===== src/rtl/iiitb_cg_pkg.sv =====
// Shared types and default widths for the clock-gating controller.
package iiitb_cg_pkg;

  typedef enum logic [1:0] {
    CG_OFF  = 2'd0,
    CG_WAKE = 2'd1,
    CG_ON   = 2'd2
  } cg_state_t;

  localparam int CNT_W_DEF  = 4;
  localparam int STAT_W_DEF = 16;

endpackage


===== src/rtl/iiitb_cg_ctrl_if.sv =====
// Bundle between activity-detect logic (master) and the gating controller (slave).
interface iiitb_cg_ctrl_if #(
  parameter int N_DOM  = 2,
  parameter int STAT_W = 16
);
  logic [N_DOM-1:0]  req;
  logic              force_on;
  logic [N_DOM-1:0]  gate_en;
  logic [N_DOM-1:0]  ready;
  logic              all_off;
  logic [STAT_W-1:0] off_cnt;

  modport master (
    output req, force_on,
    input  gate_en, ready, all_off, off_cnt
  );

  modport slave (
    input  req, force_on,
    output gate_en, ready, all_off, off_cnt
  );
endinterface


===== src/rtl/iiitb_cg_chan.sv =====
// One gated domain: OFF/WAKE/ON sequencer with a shared wake/idle down-counter.
module iiitb_cg_chan
  import iiitb_cg_pkg::*;
#(
  parameter int IDLE_CYCLES = 4,
  parameter int WAKE_CYCLES = 1,
  parameter int CNT_W       = CNT_W_DEF
) (
  input  logic      clk,
  input  logic      rst,
  input  logic      eff_req,
  output logic      gate_en,
  output logic      ready,
  output cg_state_t state,
  output cg_state_t state_nxt
);

  localparam logic [CNT_W-1:0] IDLE_LD = CNT_W'(IDLE_CYCLES);
  localparam logic [CNT_W-1:0] WAKE_LD = CNT_W'(WAKE_CYCLES);
  localparam logic [CNT_W-1:0] ONE     = CNT_W'(1);

  logic [CNT_W-1:0] cnt;
  logic [CNT_W-1:0] cnt_nxt;

  always_comb begin
    state_nxt = state;
    cnt_nxt   = cnt;
    unique case (state)
      CG_OFF: begin
        if (eff_req) begin
          if (WAKE_CYCLES > 0) begin
            state_nxt = CG_WAKE;
            cnt_nxt   = WAKE_LD;
          end else begin
            state_nxt = CG_ON;
            cnt_nxt   = IDLE_LD;
          end
        end
      end
      CG_WAKE: begin
        // The wake always runs to completion; a dropped request is handled in ON.
        if (cnt <= ONE) begin
          state_nxt = CG_ON;
          cnt_nxt   = IDLE_LD;
        end else begin
          cnt_nxt = cnt - ONE;
        end
      end
      CG_ON: begin
        if (eff_req) begin
          cnt_nxt = IDLE_LD;
        end else if (cnt <= ONE) begin
          state_nxt = CG_OFF;
          cnt_nxt   = '0;
        end else begin
          cnt_nxt = cnt - ONE;
        end
      end
      default: begin
        state_nxt = CG_OFF;
        cnt_nxt   = '0;
      end
    endcase
  end

  // Enables are flopped from the next state so they only move on rising edges.
  always_ff @(posedge clk) begin
    if (rst) begin
      state   <= CG_OFF;
      cnt     <= '0;
      gate_en <= 1'b0;
      ready   <= 1'b0;
    end else begin
      state   <= state_nxt;
      cnt     <= cnt_nxt;
      gate_en <= (state_nxt != CG_OFF);
      ready   <= (state_nxt == CG_ON);
    end
  end

endmodule


===== src/rtl/iiitb_cg_ctrl.sv =====
// Clock-gating controller: N_DOM independent domain sequencers plus all-off statistics.
module iiitb_cg_ctrl
  import iiitb_cg_pkg::*;
#(
  parameter int N_DOM       = 2,
  parameter int IDLE_CYCLES = 4,
  parameter int WAKE_CYCLES = 1,
  parameter int CNT_W       = CNT_W_DEF,
  parameter int STAT_W      = STAT_W_DEF
) (
  input logic           clk,
  input logic           rst,
  iiitb_cg_ctrl_if.slave bus
);

  function automatic logic [STAT_W-1:0] sat_inc(input logic [STAT_W-1:0] v);
    return (&v) ? v : v + 1'b1;
  endfunction

  logic [N_DOM-1:0]  gate_en_w;
  logic [N_DOM-1:0]  ready_w;
  cg_state_t         st_q   [N_DOM];
  cg_state_t         st_nxt [N_DOM];
  logic              off_nxt_all;
  logic              off_now_all;
  logic              all_off_q;
  logic [STAT_W-1:0] off_cnt_q;

  for (genvar i = 0; i < N_DOM; i++) begin : g_dom
    iiitb_cg_chan #(
      .IDLE_CYCLES (IDLE_CYCLES),
      .WAKE_CYCLES (WAKE_CYCLES),
      .CNT_W       (CNT_W)
    ) u_chan (
      .clk       (clk),
      .rst       (rst),
      .eff_req   (bus.req[i] | bus.force_on),
      .gate_en   (gate_en_w[i]),
      .ready     (ready_w[i]),
      .state     (st_q[i]),
      .state_nxt (st_nxt[i])
    );
  end

  always_comb begin
    off_nxt_all = 1'b1;
    off_now_all = 1'b1;
    for (int i = 0; i < N_DOM; i++) begin
      if (st_nxt[i] != CG_OFF) off_nxt_all = 1'b0;
      if (st_q[i]   != CG_OFF) off_now_all = 1'b0;
    end
  end

  // all_off tracks the registered gate_en; the counter also requires the domain states to agree.
  always_ff @(posedge clk) begin
    if (rst) begin
      all_off_q <= 1'b1;
      off_cnt_q <= '0;
    end else begin
      all_off_q <= off_nxt_all;
      if (all_off_q && off_now_all) off_cnt_q <= sat_inc(off_cnt_q);
    end
  end

  assign bus.gate_en = gate_en_w;
  assign bus.ready   = ready_w;
  assign bus.all_off = all_off_q;
  assign bus.off_cnt = off_cnt_q;

endmodule


===== src/flat_wrapper.sv =====
// flat-port wrapper written by rule: the top's interface ports become plain ports
module iiitb_cg_ctrl_flat import iiitb_cg_pkg::*;
#(
  parameter int N_DOM       = 2,
  parameter int IDLE_CYCLES = 4,
  parameter int WAKE_CYCLES = 1,
  parameter int CNT_W       = CNT_W_DEF,
  parameter int STAT_W      = STAT_W_DEF
)
  (clk, rst, bus_req, bus_force_on, bus_gate_en, bus_ready, bus_all_off, bus_off_cnt);
  iiitb_cg_ctrl_if #(.N_DOM(N_DOM), .STAT_W(STAT_W)) bus_i ();
  input logic clk;
  input logic rst;
  input wire logic [$bits(bus_i.req)-1:0] bus_req;
  input wire logic [$bits(bus_i.force_on)-1:0] bus_force_on;
  output wire logic [$bits(bus_i.gate_en)-1:0] bus_gate_en;
  output wire logic [$bits(bus_i.ready)-1:0] bus_ready;
  output wire logic [$bits(bus_i.all_off)-1:0] bus_all_off;
  output wire logic [$bits(bus_i.off_cnt)-1:0] bus_off_cnt;
  assign bus_i.req = bus_req;
  assign bus_i.force_on = bus_force_on;
  assign bus_gate_en = bus_i.gate_en;
  assign bus_ready = bus_i.ready;
  assign bus_all_off = bus_i.all_off;
  assign bus_off_cnt = bus_i.off_cnt;
  iiitb_cg_ctrl #(.N_DOM(N_DOM), .IDLE_CYCLES(IDLE_CYCLES), .WAKE_CYCLES(WAKE_CYCLES), .CNT_W(CNT_W), .STAT_W(STAT_W)) u_core (.clk(clk), .rst(rst), .bus(bus_i));
endmodule

===== config.mk =====
export PLATFORM = sky130hd
export DESIGN_NAME = iiitb_cg_ctrl_flat
export DESIGN_NICKNAME = d
export VERILOG_FILES = /design/src/rtl/iiitb_cg_pkg.sv /design/src/rtl/iiitb_cg_ctrl_if.sv /design/src/rtl/iiitb_cg_chan.sv /design/src/rtl/iiitb_cg_ctrl.sv /design/src/flat_wrapper.sv
export SDC_FILE = /design/constraint.sdc
export NUM_CORES = 1
export LEC_CHECK = 0
export ABC_AREA = 1
export CAP_MARGIN = 40
export CORE_ASPECT_RATIO = 0.7
export CORE_MARGIN = 1
export CORE_UTILIZATION = 49
export CTS_CLUSTER_DIAMETER = 50
export DETAILED_ROUTE_END_ITERATION = 10
export PLACE_DENSITY = 0.81
export SKIP_CTS_REPAIR_TIMING = 1
export SYNTH_ARGS = -nofsm -noshare
export SYNTH_HDL_FRONTEND = slang
export SYNTH_SLANG_ARGS = --single-unit
export TNS_END_PERCENT = 30

===== constraint.sdc =====
create_clock -name clk -period 1.4 [get_ports clk]
set_clock_uncertainty 0.1 [all_clocks]
set_input_delay 0.14 -clock clk [delete_from_list [all_inputs] [get_ports clk]]
set_output_delay 0.14 -clock clk [all_outputs]
set_load 0.01 [all_outputs]

==> out/qor.txt <==
status -> finished with violations
failing checks -> setup timing
Avg Inst Size Synth -> 6.40 um^2
Compound-Gate Fraction of Synth Area -> 9.44%
drt pass-1 iters -> 5
Hold Violations, Final -> 0
clk slew on worst S/H paths -> 0.07 ns
crit-path cells -> inv_2, ha_4, inv_1, nand2_2, nand2_4, inv_1, o21ai_1, nand2_1, nand2_1, nor2_1
via/cell ratio -> 5.23
synthesized cell area -> 0.00187 mm^2
sequential area share after synthesis -> 35.4%
Vias -> 2188
Post-Syn Instances -> 292
pre-CTS setup slack -> -0.142 ns
Synthesized Nets -> 302
gr usage total -> 24.2%
cts bufs inserted -> 5
fin util -> 79.7%
crit path max fanout -> 8
Synth Area in Simple Gates -> 35.4%
Worst-Margin Slew -> 0.348 ns
Worst setup SP type -> flip-flop
placed cell count -> 405
final setup fails -> 22
period utilisation layout -> 109%
CTS Buffer Depth -> 2
worst-skew pair later-pin latency -> 0.29 ns
Starting Density -> 52.2%
Post-Synth Adder-Cell Area -> 3.35%
VDD IR-drop max -> 739 uV
die width -> 75.8 um
Pwr per Cell Area -> 1300 mW/mm^2
Non-Filler Instances -> 418
number of DRC markers in iteration 0 -> 266
DRT Wirelength -> 5750 um
CTS Sinks -> 33
initial antenna violation count -> 0
RSZ-0062 raised after global routing -> yes
synth unique cells -> 21
DR WL/cell -> 13.7 um
fmax -> 655 MHz
WP data arrival -> 1.62 ns
Pleak -> 1.58 nW
# fillers -> 225
placed inst area -> 0.00252 mm^2
largest cells by area after synthesis -> dfxtp_1, nand2_1, inv_1
kind of critical path -> flip-flop to flip-flop
largest net degree at the start of global routing -> 11
Slowest-stage cell, CP -> dfxtp_2
post-synthesis register bit count -> 33
n_diodes -> 0
vias in the first global route -> 1637
Ys Warns -> 0
ratio of cells with drive above 1 in the final layout -> 31.3%
number of core rows -> 18
Post-route DRC -> 0
Nets -> 377
Post-Synth XOR/XNOR Area -> 4.22%
max cap viols -> 0
routability cong. -> 0.865
combinational family with the most area after synthesis -> simple AND/OR/NAND/NOR gates
area delta synth->final -> 52.8%
Die Y -> 53.7 um
endpoint type of the worst setup path -> flip-flop
Max Slew Vio Count -> 0
Final min period -> 1.53 ns
global routing usage on met1 -> 33.0%
port bufs -> 25
Synth top area share -> 35.4%
H-tree level count -> 2
CTS tree -> yes
mux share of post-synthesis cell area -> 0%
Post-DRT Antenna Nets -> 0
die area -> 0.00407 mm^2
grt met2 use -> 37.5%
Core ar. -> 0.00358 mm^2
Largest stage delay, worst path -> 0.37 ns
first-pass GRT wire length -> 7170 um
GRT busiest layer -> met2
Root Driver -> clkbuf_8
aggregate global routing overflow -> 0
# IOs -> 26
GR Util met3 -> 5.81%
final instance area -> 0.00285 mm^2
Hold Crit Class -> flip-flop to flip-flop
Relative slew margins -> 76.7%
Synth area leader -> dfxtp_1
post-DP HPWL -> 3390 um
required time of the worst setup path -> 1.49 ns
final setup margin -> -0.128 ns
-- layer usage --
metal	routed length, um	up-vias
met4	82	0
met2	2700	105
met1	2520	1014
met5	0	-
met3	443	12
li1	-	1057
-- layout make-up --
class / count / area (um^2) / area share [%]
Clock buffer: 8 / 90.1 / 3.16
Sequential cell: 33 / 681 / 23.8
Inverter: 44 / 168 / 5.87
Tap cell: 50 / 62.6 / 2.19
Timing Repair Buffer: 77 / 717 / 25.1
Multi-Input combinational cell: 206 / 1140 / 39.8
-- final timing paths --
path                                                       to                     startpoint  slack [ns]  depth (start not counted)
worst max-delay path                       u_core.bus.all_off  u_core.g_dom[1].u_chan.cnt[0]       -0.13                         10
worst min-delay path            u_core.g_dom[1].u_chan.cnt[3]  u_core.g_dom[1].u_chan.cnt[3]        0.41                          2
worst max register to register             u_core.bus.all_off  u_core.g_dom[1].u_chan.cnt[0]       -0.13                         10
worst min register to register  u_core.g_dom[1].u_chan.cnt[3]  u_core.g_dom[1].u_chan.cnt[3]        0.41                          2
-- cell usage in the layout, fill, tap and decap left out, types with 7 or more instances in the layout --
cell / instances
a21oi_1: 14
a21oi_2: 8
buf_4: 46
clkdlybuf4s50_1: 7
dfxtp_1: 23
dfxtp_2: 7
dlymetal6s2s_1: 18
inv_1: 38
nand2_1: 78
nand2_2: 10
nand3_1: 14
nand4_1: 9
nor2_1: 28
nor2_2: 10
-- worst max-delay path: cells and delay by family (launching register included) --
family,cells,cell delay (ns)
compound gates,1,0.15
fa+ha+maj,1,0.16
buf+inv,3,0.20
flops,1,0.37
simple gates,5,0.44
-- flip-flops by register name, summed over array words and instances, names as in the netlist --
| name | count |
|---|---|
| u_core.bus.all_off | 1 |
| u_core.bus.off_cnt | 16 |
| u_core.g_dom.u_chan.cnt | 8 |
| u_core.g_dom.u_chan.gate_en | 2 |
| u_core.g_dom.u_chan.ready | 2 |
| u_core.g_dom.u_chan.state | 4 |
-- through the flow --
| stage | hold WS (ns) | setup TNS [ns] | total power, mW |
|---|---|---|---|
| 2_1_floorplan | 0.330 | 0 | 2.06 |
| 3_3_place_gp | 0.373 | -0.644 | 2.59 |
| 3_5_place_dp | 0.388 | -1.21 | 2.62 |
| 4_1_cts | 0.397 | -2.65 | 3.37 |
| 5_1_grt | 0.425 | -3.93 | 3.90 |
| 6_report | 0.411 | -1.65 | 3.71 |
-- power by group --
group / total, mW / switching (mW) / internal [mW]
Clock: 0.745 / 0.344 / 0.401
Combinational: 1.73 / 0.918 / 0.816
Sequential: 1.23 / 0.131 / 1.10
-- cells by family after synthesis --
family	count (synthesis)
buffers and inverters	53
AO/OA/AOI/OAI	34
AND/OR/NAND/NOR	158
adder cells (fa/ha/maj)	5
flip-flops	33
XOR/XNOR	9
-- Yosys cell counts --
library cell / number
nand2_1: 88
inv_1: 44
nor2_1: 36
dfxtp_1: 33
a21oi_1: 22
nand3_1: 18
nand4_1: 9
o21ai_0: 9
xor2_1: 6
ha_1: 5
buf_4: 4
clkbuf_1: 3
nor2_2: 3
xnor2_1: 3
buf_6: 2
o22ai_1: 2
nand2_2: 1
nand3b_1: 1
nor2_4: 1
nor3_1: 1
o21ai_2: 1
Power figures use the tool's default switching activity.
